===== config.mk =====
export PLATFORM = sky130hd
export DESIGN_NAME = pcileech_panel_ctl
export DESIGN_NICKNAME = d
export VERILOG_FILES = /design/src/rtl/pcileech_panel_ctl.sv
export SDC_FILE = /design/constraint.sdc
export NUM_CORES = 1
export LEC_CHECK = 0
export CORE_ASPECT_RATIO = 0.75
export CORE_UTILIZATION = 44
export DETAILED_ROUTE_END_ITERATION = 7
export GPL_TIMING_DRIVEN = 0
export PLACE_DENSITY_LB_ADDON = 0.2
export SETUP_SLACK_MARGIN = 0.3
export SLEW_MARGIN = 15
export SYNTH_ARGS = -nofsm -noshare
export SYNTH_HDL_FRONTEND = slang
export SYNTH_SLANG_ARGS = --single-unit

===== constraint.sdc =====
create_clock -name clk -period 10.3 [get_ports clk]
set_input_delay 2.06 -clock clk [delete_from_list [all_inputs] [get_ports clk]]
set_output_delay 2.06 -clock clk [all_outputs]
set_load 0.02 [all_outputs]

===== src/rtl/pcileech_panel_ctl.sv =====
// Front-panel controller: synchronises and debounces the two buttons, derives soft reset and
// long-press config reload from SW2, and drives the activity/blink LEDs (active low).
module pcileech_panel_ctl #(
   parameter int DEBOUNCE_CYCLES   = 1000000,
   parameter int LONGPRESS_CYCLES  = 500000000,
   parameter int STRETCH_CYCLES    = 2000000,
   parameter int BLINK_BIT         = 24,
   parameter int BLINK_WINDOW_BITS = 27
) (
   input  logic clk,
   input  logic rst,
   input  logic user_sw1_n,
   input  logic user_sw2_n,
   input  logic led_pcie_act,
   input  logic led_com_act,
   output logic sw1_pressed,
   output logic sw2_pressed,
   output logic soft_rst,
   output logic cfg_reload,
   output logic cfg_reload_pulse,
   output logic user_ld1_n,
   output logic user_ld2_n
);

   localparam int DB_W = $clog2(DEBOUNCE_CYCLES) + 1;
   localparam int LP_W = $clog2(LONGPRESS_CYCLES) + 1;
   localparam int ST_W = $clog2(STRETCH_CYCLES) + 1;

   typedef enum logic [1:0] {IDLE, HELD, LONG} state_t;

   logic [1:0]  pad;
   logic [1:0]  stable;
   logic [1:0]  act;
   logic [1:0]  lit;
   logic [63:0] uptime_reg;
   logic        soft_rst_reg;
   state_t      state_reg, state_next;
   logic [LP_W-1:0] hold_reg, hold_next;
   logic        pulse_reg, pulse_next;
   logic        ld1_reg, ld2_reg;
   logic        blink;
   logic        led_invert;

   assign pad = {user_sw2_n, user_sw1_n};
   assign act = {led_com_act, led_pcie_act};

   // Bit 0 is SW1, bit 1 is SW2; both follow the same sync + debounce path.
   genvar gi;
   generate
      for (gi = 0; gi < 2; gi++) begin : g_btn
         logic            sync1_reg, sync2_reg;
         logic            stable_reg;
         logic [DB_W-1:0] db_cnt_reg;
         logic            sync_val;

         assign sync_val   = ~sync2_reg;
         assign stable[gi] = stable_reg;

         always_ff @(posedge clk or posedge rst) begin
            if (rst) begin
               sync1_reg  <= 1'b1;
               sync2_reg  <= 1'b1;
               stable_reg <= 1'b0;
               db_cnt_reg <= '0;
            end else begin
               sync1_reg <= pad[gi];
               sync2_reg <= sync1_reg;
               if (sync_val != stable_reg) begin
                  if (db_cnt_reg == DB_W'(DEBOUNCE_CYCLES - 1)) begin
                     stable_reg <= sync_val;
                     db_cnt_reg <= '0;
                  end else begin
                     db_cnt_reg <= db_cnt_reg + 1'b1;
                  end
               end else begin
                  db_cnt_reg <= '0;
               end
            end
         end
      end
   endgenerate

   assign sw1_pressed = stable[0];
   assign sw2_pressed = stable[1];

   always_ff @(posedge clk or posedge rst) begin
      if (rst) begin
         uptime_reg   <= '0;
         soft_rst_reg <= 1'b1;
      end else begin
         soft_rst_reg <= sw2_pressed | (uptime_reg < 64'd64);
         if (sw2_pressed)
            uptime_reg <= '0;
         else if (uptime_reg != {64{1'b1}})
            uptime_reg <= uptime_reg + 64'd1;
      end
   end

   assign soft_rst = soft_rst_reg;

   // Hold counter tracks consecutive pressed cycles, so it reads 0 whenever the FSM is in IDLE.
   always_comb begin
      state_next = state_reg;
      hold_next  = '0;
      pulse_next = 1'b0;
      if (sw2_pressed)
         hold_next = (hold_reg == LP_W'(LONGPRESS_CYCLES)) ? hold_reg : hold_reg + 1'b1;
      case (state_reg)
         IDLE: begin
            if (sw2_pressed)
               state_next = HELD;
         end
         HELD: begin
            if (!sw2_pressed) begin
               state_next = IDLE;
            end else if (hold_reg == LP_W'(LONGPRESS_CYCLES - 1)) begin
               state_next = LONG;
               pulse_next = 1'b1;
            end
         end
         LONG: begin
            if (!sw2_pressed)
               state_next = IDLE;
         end
         default: state_next = IDLE;
      endcase
   end

   always_ff @(posedge clk or posedge rst) begin
      if (rst) begin
         state_reg <= IDLE;
         hold_reg  <= '0;
         pulse_reg <= 1'b0;
      end else begin
         state_reg <= state_next;
         hold_reg  <= hold_next;
         pulse_reg <= pulse_next;
      end
   end

   assign cfg_reload       = (state_reg == LONG);
   assign cfg_reload_pulse = pulse_reg;

   // Bit 0 stretches PCIe activity, bit 1 stretches COM activity.
   generate
      for (gi = 0; gi < 2; gi++) begin : g_str
         logic [ST_W-1:0] st_cnt_reg;

         assign lit[gi] = act[gi] | (st_cnt_reg != '0);

         always_ff @(posedge clk or posedge rst) begin
            if (rst)
               st_cnt_reg <= '0;
            else if (act[gi])
               st_cnt_reg <= ST_W'(STRETCH_CYCLES - 1);
            else if (st_cnt_reg != '0)
               st_cnt_reg <= st_cnt_reg - 1'b1;
         end
      end
   endgenerate

   assign blink      = uptime_reg[BLINK_BIT] & ((uptime_reg >> BLINK_WINDOW_BITS) == 64'd0);
   assign led_invert = sw1_pressed ^ blink;

   always_ff @(posedge clk or posedge rst) begin
      if (rst) begin
         ld1_reg <= 1'b1;
         ld2_reg <= 1'b1;
      end else begin
         ld1_reg <= ~lit[0];
         ld2_reg <= ~(lit[1] ^ led_invert);
      end
   end

   assign user_ld1_n = ld1_reg;
   assign user_ld2_n = ld2_reg;

endmodule


== Word level (Yosys, flattened, before mapping) ==
Index checks and enable logic that the tools add are counted.
Word-level totals
  bits in registers: 192
  input bits: 6
Operators by class
  add/subtract/negate cells: 6
  reductions and logical operators: 10
  bitwise gates (word level): 10
  equal/unequal tests: 13
  mux-type cells: 20
  order comparisons: 1
Operators by type and width (count)
  2-to-1 mux 64 bit: 2
  2-to-1 mux 22 bit: 4
  2-to-1 mux 21 bit: 4
  adder 64 x 1 -> 64 bit (second input constant): 1
  logical NOT 64 bit: 1
  < comparator 64 x 7 -> 1 bit (second input constant): 1
  != test 64 bit (second input constant): 1
  equality test 30 x 29 -> 1 bit (second input constant): 2
  2-to-1 mux 30 bit: 2
  nonzero test 22 bit: 2
  subtractor 22 x 1 -> 22 bit (second input constant): 2
  adder 21 x 1 -> 21 bit (second input constant): 2
  equality test 21 x 20 -> 1 bit (second input constant): 2
  adder 30 x 1 -> 30 bit (second input constant): 1
  2-to-1 mux 2 bit: 4
  != test 2 bit (second input constant): 3
  case mux 2 bit (3 select lines): 1
  nonzero test 2 bit: 3
  inverter 1 bit: 4
  AND reduction 2 bit: 2
  2-to-1 mux 1 bit: 3
  != test 3 bit (second input constant): 1
  bitwise OR 1 bit: 3
  AND reduction 3 bit: 1
  other kinds (6): 8

== Depth between registers and ports, before layout ==
  depth in word-level cells: 5
  mapped depth: 9
  depth with buffers taken out: 8

== Least setup slack after synthesis ==
Ideal clock, no wire load.
  path type: reg-to-output
  start: register state_reg[1]
  end: output port cfg_reload
  stages on the path, launching flop included: 2
  data required time: 8.240 ns
  slack: 7.510 ns
  arrival time: 0.730 ns
  cells stage by stage: dfrtp_1 -> nor2b_1
On the way
  cells in the longest elaborated chain, start to end: 1
Ends and longest elaborated chain
  start: declaration: RTL line 37  | state_t state_reg, state_next;
  start signal: assignment: RTL line 135  | state_reg <= state_next;
  equality test 2 bit: RTL line 141  | assign cfg_reload = (state_reg == LONG);
  end: declaration: RTL line 19  | output logic cfg_reload,
Every way passes these cells.

== Worst setup path after layout ==
Ends and elaborated chain as after synthesis.

==> flow_summary.rst <==
.. list-table::
   :header-rows: 1

   * - Metric
     - Value
   * - Count of flip-flops with a built-in enable after synthesis
     - 0
   * - Power per standard cell area
     - approximately 130 mW/mm²
   * - Pwr Total
     - between 1 and 1.5 mW
   * - Layout net count
     - 1,101
   * - Start point of the worst min-delay path
     - g_btn[1].sync1_reg
   * - DIE AREA
     - 0.0234 mm²
   * - Classification of the worst-slack hold path
     - reg2reg
   * - Pin count of the biggest net entering global routing
     - about 110
   * - Number of hold violations in the final report
     - 0
   * - Vias after detailed routing
     - 7,622
   * - Most numerous cell in the Yosys netlist
     - sky130_fd_sc_hd__dfrtp_1
   * - Share of the clock period used by the worst path after layout
     - 0.363
   * - DRT iter0 DRCs
     - 560
   * - Detailed-route DRC error count
     - 0
   * - Layout Area Growth over Synthesis
     - 11.4%
   * - Cells along the critical path
     - nor2b_1, clkdlybuf4s50_1
   * - Status
     - finished clean
   * - Most instantiated cells after synthesis
     - 185 x sky130_fd_sc_hd__dfrtp_1, 168 x sky130_fd_sc_hd__nor2_1, 89 x sky130_fd_sc_hd__xnor2_1, 62 x sky130_fd_sc_hd__nand2_1, 58 x sky130_fd_sc_hd__nand3_1
   * - Post-CTS setup repair buffer count
     - 0
   * - Main flop type after synthesis
     - sky130_fd_sc_hd__dfrtp_1
   * - Fin. max-slew vios
     - 0
   * - Setup repair after global routing missed its margin
     - no
   * - Number of buffers on the longest clock path
     - 2
   * - Post-DRT Antenna Nets
     - 0
   * - Sequential share of power
     - 0.513
   * - Clock-pin slew of the registers on the worst-case setup and hold paths
     - approximately 0.080 ns
   * - Antenna violations before repair
     - 0
   * - Asr flop ratio synth
     - 1.00
   * - Largest fanout of any net on the critical path
     - 4
   * - Adder-cell share of the synthesized area
     - 0.00873
   * - Post-synth design cell area
     - about 0.010 mm²
   * - Routed WL
     - 21,600 µm
   * - Post-synthesis xor/xnor area fraction
     - 0.122
   * - IO Port Bufs
     - 12
   * - Footprint of the flip-flops and latches
     - around 0.0048 mm²
   * - Yosys top cell area share
     - 0.462
   * - Post-DR wirelength/cell
     - roughly 15 µm
   * - Part of the power in combinational logic
     - 0.022
   * - Critical Path Max Stage Delay
     - between 0.6 and 0.7 ns
   * - Syn nets
     - 1,069
   * - Horiz. Die Dim
     - between 150 and 200 µm
   * - Setup Skew
     - ~0.017 ns
   * - Sequential share of the synthesized area
     - 0.480
   * - Critical path start-end classification
     - reg2out
   * - Library cell used as clock root buffer
     - sky130_fd_sc_hd__clkbuf_16
   * - Top Ports
     - 13
   * - Diode insertion count for antenna repair
     - 0
   * - Met2 layer usage reported by global route
     - 0.261
   * - Total of cells resized after clock tree synthesis
     - 0
   * - Fill count
     - 2,028
   * - Beginning of the worst register-to-register path
     - uptime_reg[11]
   * - Most area-consuming cells after synthesis
     - sky130_fd_sc_hd__dfrtp_1 46%, sky130_fd_sc_hd__xnor2_1 7.8%, sky130_fd_sc_hd__nor2_1 6.3%
   * - Count of yosys warnings during synthesis
     - 0
   * - Met1 demand-to-capacity share in global routing
     - 0.317
   * - Worst-margin pin slew
     - between 1 and 1.5 ns
   * - CP delay by family, top
     - buffers and inverters
   * - Gate count after technology mapping
     - 1,056
   * - First-pass GRT wire length
     - around 37,000 µm
   * - Met3 capacity usage during global routing
     - 0.0422
   * - Hold-fix buffer count after cts
     - 0
   * - Number of library cell types mapped by synthesis
     - 67
   * - TritonCTS Sinks
     - 192
   * - Total congestion overflow after global routing
     - 0
   * - Routability congestion estimate from global placement
     - 0.828
   * - Worst EP required
     - 8.24 ns
   * - Critical path arrival
     - about 1.7 ns
   * - Cell type with the largest total area after synthesis
     - sky130_fd_sc_hd__dfrtp_1
   * - Gr usage total
     - 0.197
   * - Drt via density
     - ~5.5
   * - Reported net switching power
     - 361 µW
   * - First-pass iteration count of the detailed router
     - 4
   * - Area of the multi-input gates
     - 0.00495 mm²
   * - Main combinational cell family by area after synthesis
     - simple AND/OR/NAND/NOR gates
   * - TritonCTS Buffers
     - 17
   * - Number of synthesized register bits
     - 192
   * - Number of rows created at floorplan
     - between 40 and 50
   * - Peak VDD IR
     - 0.000124 V
   * - Time the final worst path needs with I/O delays and setup
     - roughly 3.7 ns
   * - Internal power of the cells
     - approximately 1.1 mW
   * - Detailed placer's ending HPWL
     - around 15,000 µm
   * - Crit. Startpoint
     - state_reg[1]
   * - Number of buffers and inverters on the critical path
     - 1
   * - Crit start category
     - flop
   * - Setup violation total in the final timing report
     - 0
   * - Sum of negative setup slack
     - 0 ns
   * - Synthesized-area fraction occupied by ao, oa, aoi and oai cells
     - 0.0696
   * - Peak Freq
     - about 0.27 GHz
   * - Post-synthesis mux area share
     - 0.00861
   * - Clock network power share
     - 0.465
   * - H-tree depth
     - 4
   * - Via count of the first global-routing pass
     - around 7,000
   * - Static leakage
     - 4.33 nW
   * - Max-slew headroom at the worst pin
     - 0.319
   * - Fraction of layout instances using a drive strength above 1
     - 0.0690
   * - Fraction of power spent switching nets
     - 0.243
   * - Slowest library cell on the worst path
     - sky130_fd_sc_hd__clkdlybuf4s50_1
   * - Height of the chip
     - roughly 130 µm
   * - Number of violations of the max-capacitance limit
     - 0
   * - Worst Setup End Kind
     - output port
   * - Later-pin clock latency in the skew report
     - approximately 0.45 ns
   * - Busiest metal layer after global routing
     - met1
   * - TritonCTS clock tree
     - yes
   * - Floorplan core area
     - around 0.022 mm²
   * - Basic-gate share of the synthesized area counting and, or, nand and nor cells
     - 0.284
   * - Max reg flops
     - between 60 and 70
   * - Synthesized area per cell
     - about 9.5 µm²
   * - Effective utilization at floorplan
     - 0.451
-- worst register-to-register path, stage by stage, from the launching register on --
cell and delay [ns]:
sky130_fd_sc_hd__dfrtp_1 0.44, sky130_fd_sc_hd__nand3_1 0.15, sky130_fd_sc_hd__or2_1 0.32, sky130_fd_sc_hd__buf_2 0.21
sky130_fd_sc_hd__nor4_1 0.38, sky130_fd_sc_hd__o211ai_2 0.25, sky130_fd_sc_hd__nor4_1 0.62, sky130_fd_sc_hd__mux2_1 0.38
-- worst paths after layout --
| path | endpoint | slack [ns] | cells after the start |
|---|---|---|---|
| setup / recovery | cfg_reload | 6.56 | 2 |
| hold / removal | g_btn[1].sync2_reg | 0.36 | 0 |
| setup reg to reg | uptime_reg[41] | 7.45 | 7 |
| hold reg to reg | g_btn[1].sync2_reg | 0.36 | 0 |
| max in group asynchronous | g_str[0].st_cnt_reg[18] | 7.32 | 3 |
| min in group asynchronous | g_btn[1].db_cnt_reg[8] | 2.08 | 2 |
-- per-stage QoR --
stage / cell area [µm²] / std cells / worst slack (ns) / hold WS (ns) / util
after detailed placement: 10600 / 1363 / 6.74 / 0.348 / 0.475
after global routing: 11200 / 1395 / 6.50 / 0.361 / 0.503
after floorplan: 10000 / 1056 / 3.02 / 0.345 / -
after CTS: 11200 / 1395 / 6.52 / 0.360 / 0.503
final: 11200 / 1395 / 6.56 / 0.359 / 0.503
after global placement: 10500 / 1362 / 0.332 / 0.346 / 0.473
-- routing by layer --
metal | up-vias | part of all wire
met5 | - | 0
met4 | 0 | 0.011
met3 | 24 | 0.042
met2 | 138 | 0.40
met1 | 3661 | 0.55
li1 | 3799 | -
-- power groups by stage --
stage	Combinational, mW	Sequential, mW	Clock, mW
finish	0.0333	0.762	0.690
global route	0.0393	0.763	0.739
CTS	0.0352	0.762	0.708
detailed placement	0.0350	0.777	0
global placement	0.0331	0.777	0
floorplan	0.0230	0.776	0
-- cell type report --
| cell class | count | area share |
|---|---|---|
| clock inverters | 14 | 0.0160 |
| well taps | 294 | 0.0329 |
| plain buffers | 37 | 0.0151 |
| clock buffers | 18 | 0.0393 |
| multi-input cells | 800 | 0.443 |
| flip-flops and latches | 192 | 0.431 |
| repair buffers | 13 | 0.0132 |
| inverters | 27 | 0.00974 |
-- layout by cell type (no fill, tap or decap), types with 5 or more instances in the layout --
cell	Yosys	routed
sky130_fd_sc_hd__inv_8	0	6
sky130_fd_sc_hd__nor4_1	41	41
sky130_fd_sc_hd__a211oi_1	6	6
sky130_fd_sc_hd__and3_1	25	25
sky130_fd_sc_hd__nand3_1	58	58
sky130_fd_sc_hd__clkbuf_16	0	17
sky130_fd_sc_hd__buf_2	6	6
sky130_fd_sc_hd__clkdlybuf4s50_1	0	12
sky130_fd_sc_hd__nand4_1	40	40
sky130_fd_sc_hd__xor2_1	51	51
sky130_fd_sc_hd__o31ai_1	6	6
sky130_fd_sc_hd__dfstp_2	7	7
sky130_fd_sc_hd__or4_1	13	13
sky130_fd_sc_hd__a2111oi_0	5	5
sky130_fd_sc_hd__a21oi_1	39	39
sky130_fd_sc_hd__nand2_1	62	62
sky130_fd_sc_hd__inv_1	27	26
sky130_fd_sc_hd__clkbuf_1	26	26
sky130_fd_sc_hd__dfrtp_1	185	185
sky130_fd_sc_hd__o2111ai_1	5	5
sky130_fd_sc_hd__nand2b_1	19	19
sky130_fd_sc_hd__and4_1	12	12
sky130_fd_sc_hd__ha_1	7	7
sky130_fd_sc_hd__or2_2	5	5
sky130_fd_sc_hd__nor3_1	37	37
sky130_fd_sc_hd__xnor2_1	89	89
sky130_fd_sc_hd__o21ai_0	21	21
sky130_fd_sc_hd__or3_1	23	23
sky130_fd_sc_hd__nor2_1	168	168
sky130_fd_sc_hd__mux2i_1	6	6
sky130_fd_sc_hd__nor2b_1	7	7
-- logic make-up (layout without fill, tap and decap cells) --
group,after synthesis,count (layout)
flip-flops,192,192
adder cells (fa/ha/maj),7,7
multiplexers,8,8
AO/OA/AOI/OAI,104,104
XOR/XNOR,140,140
buffers and inverters,64,109
AND/OR/NAND/NOR,541,541
(Power assumes the default switching activity.)
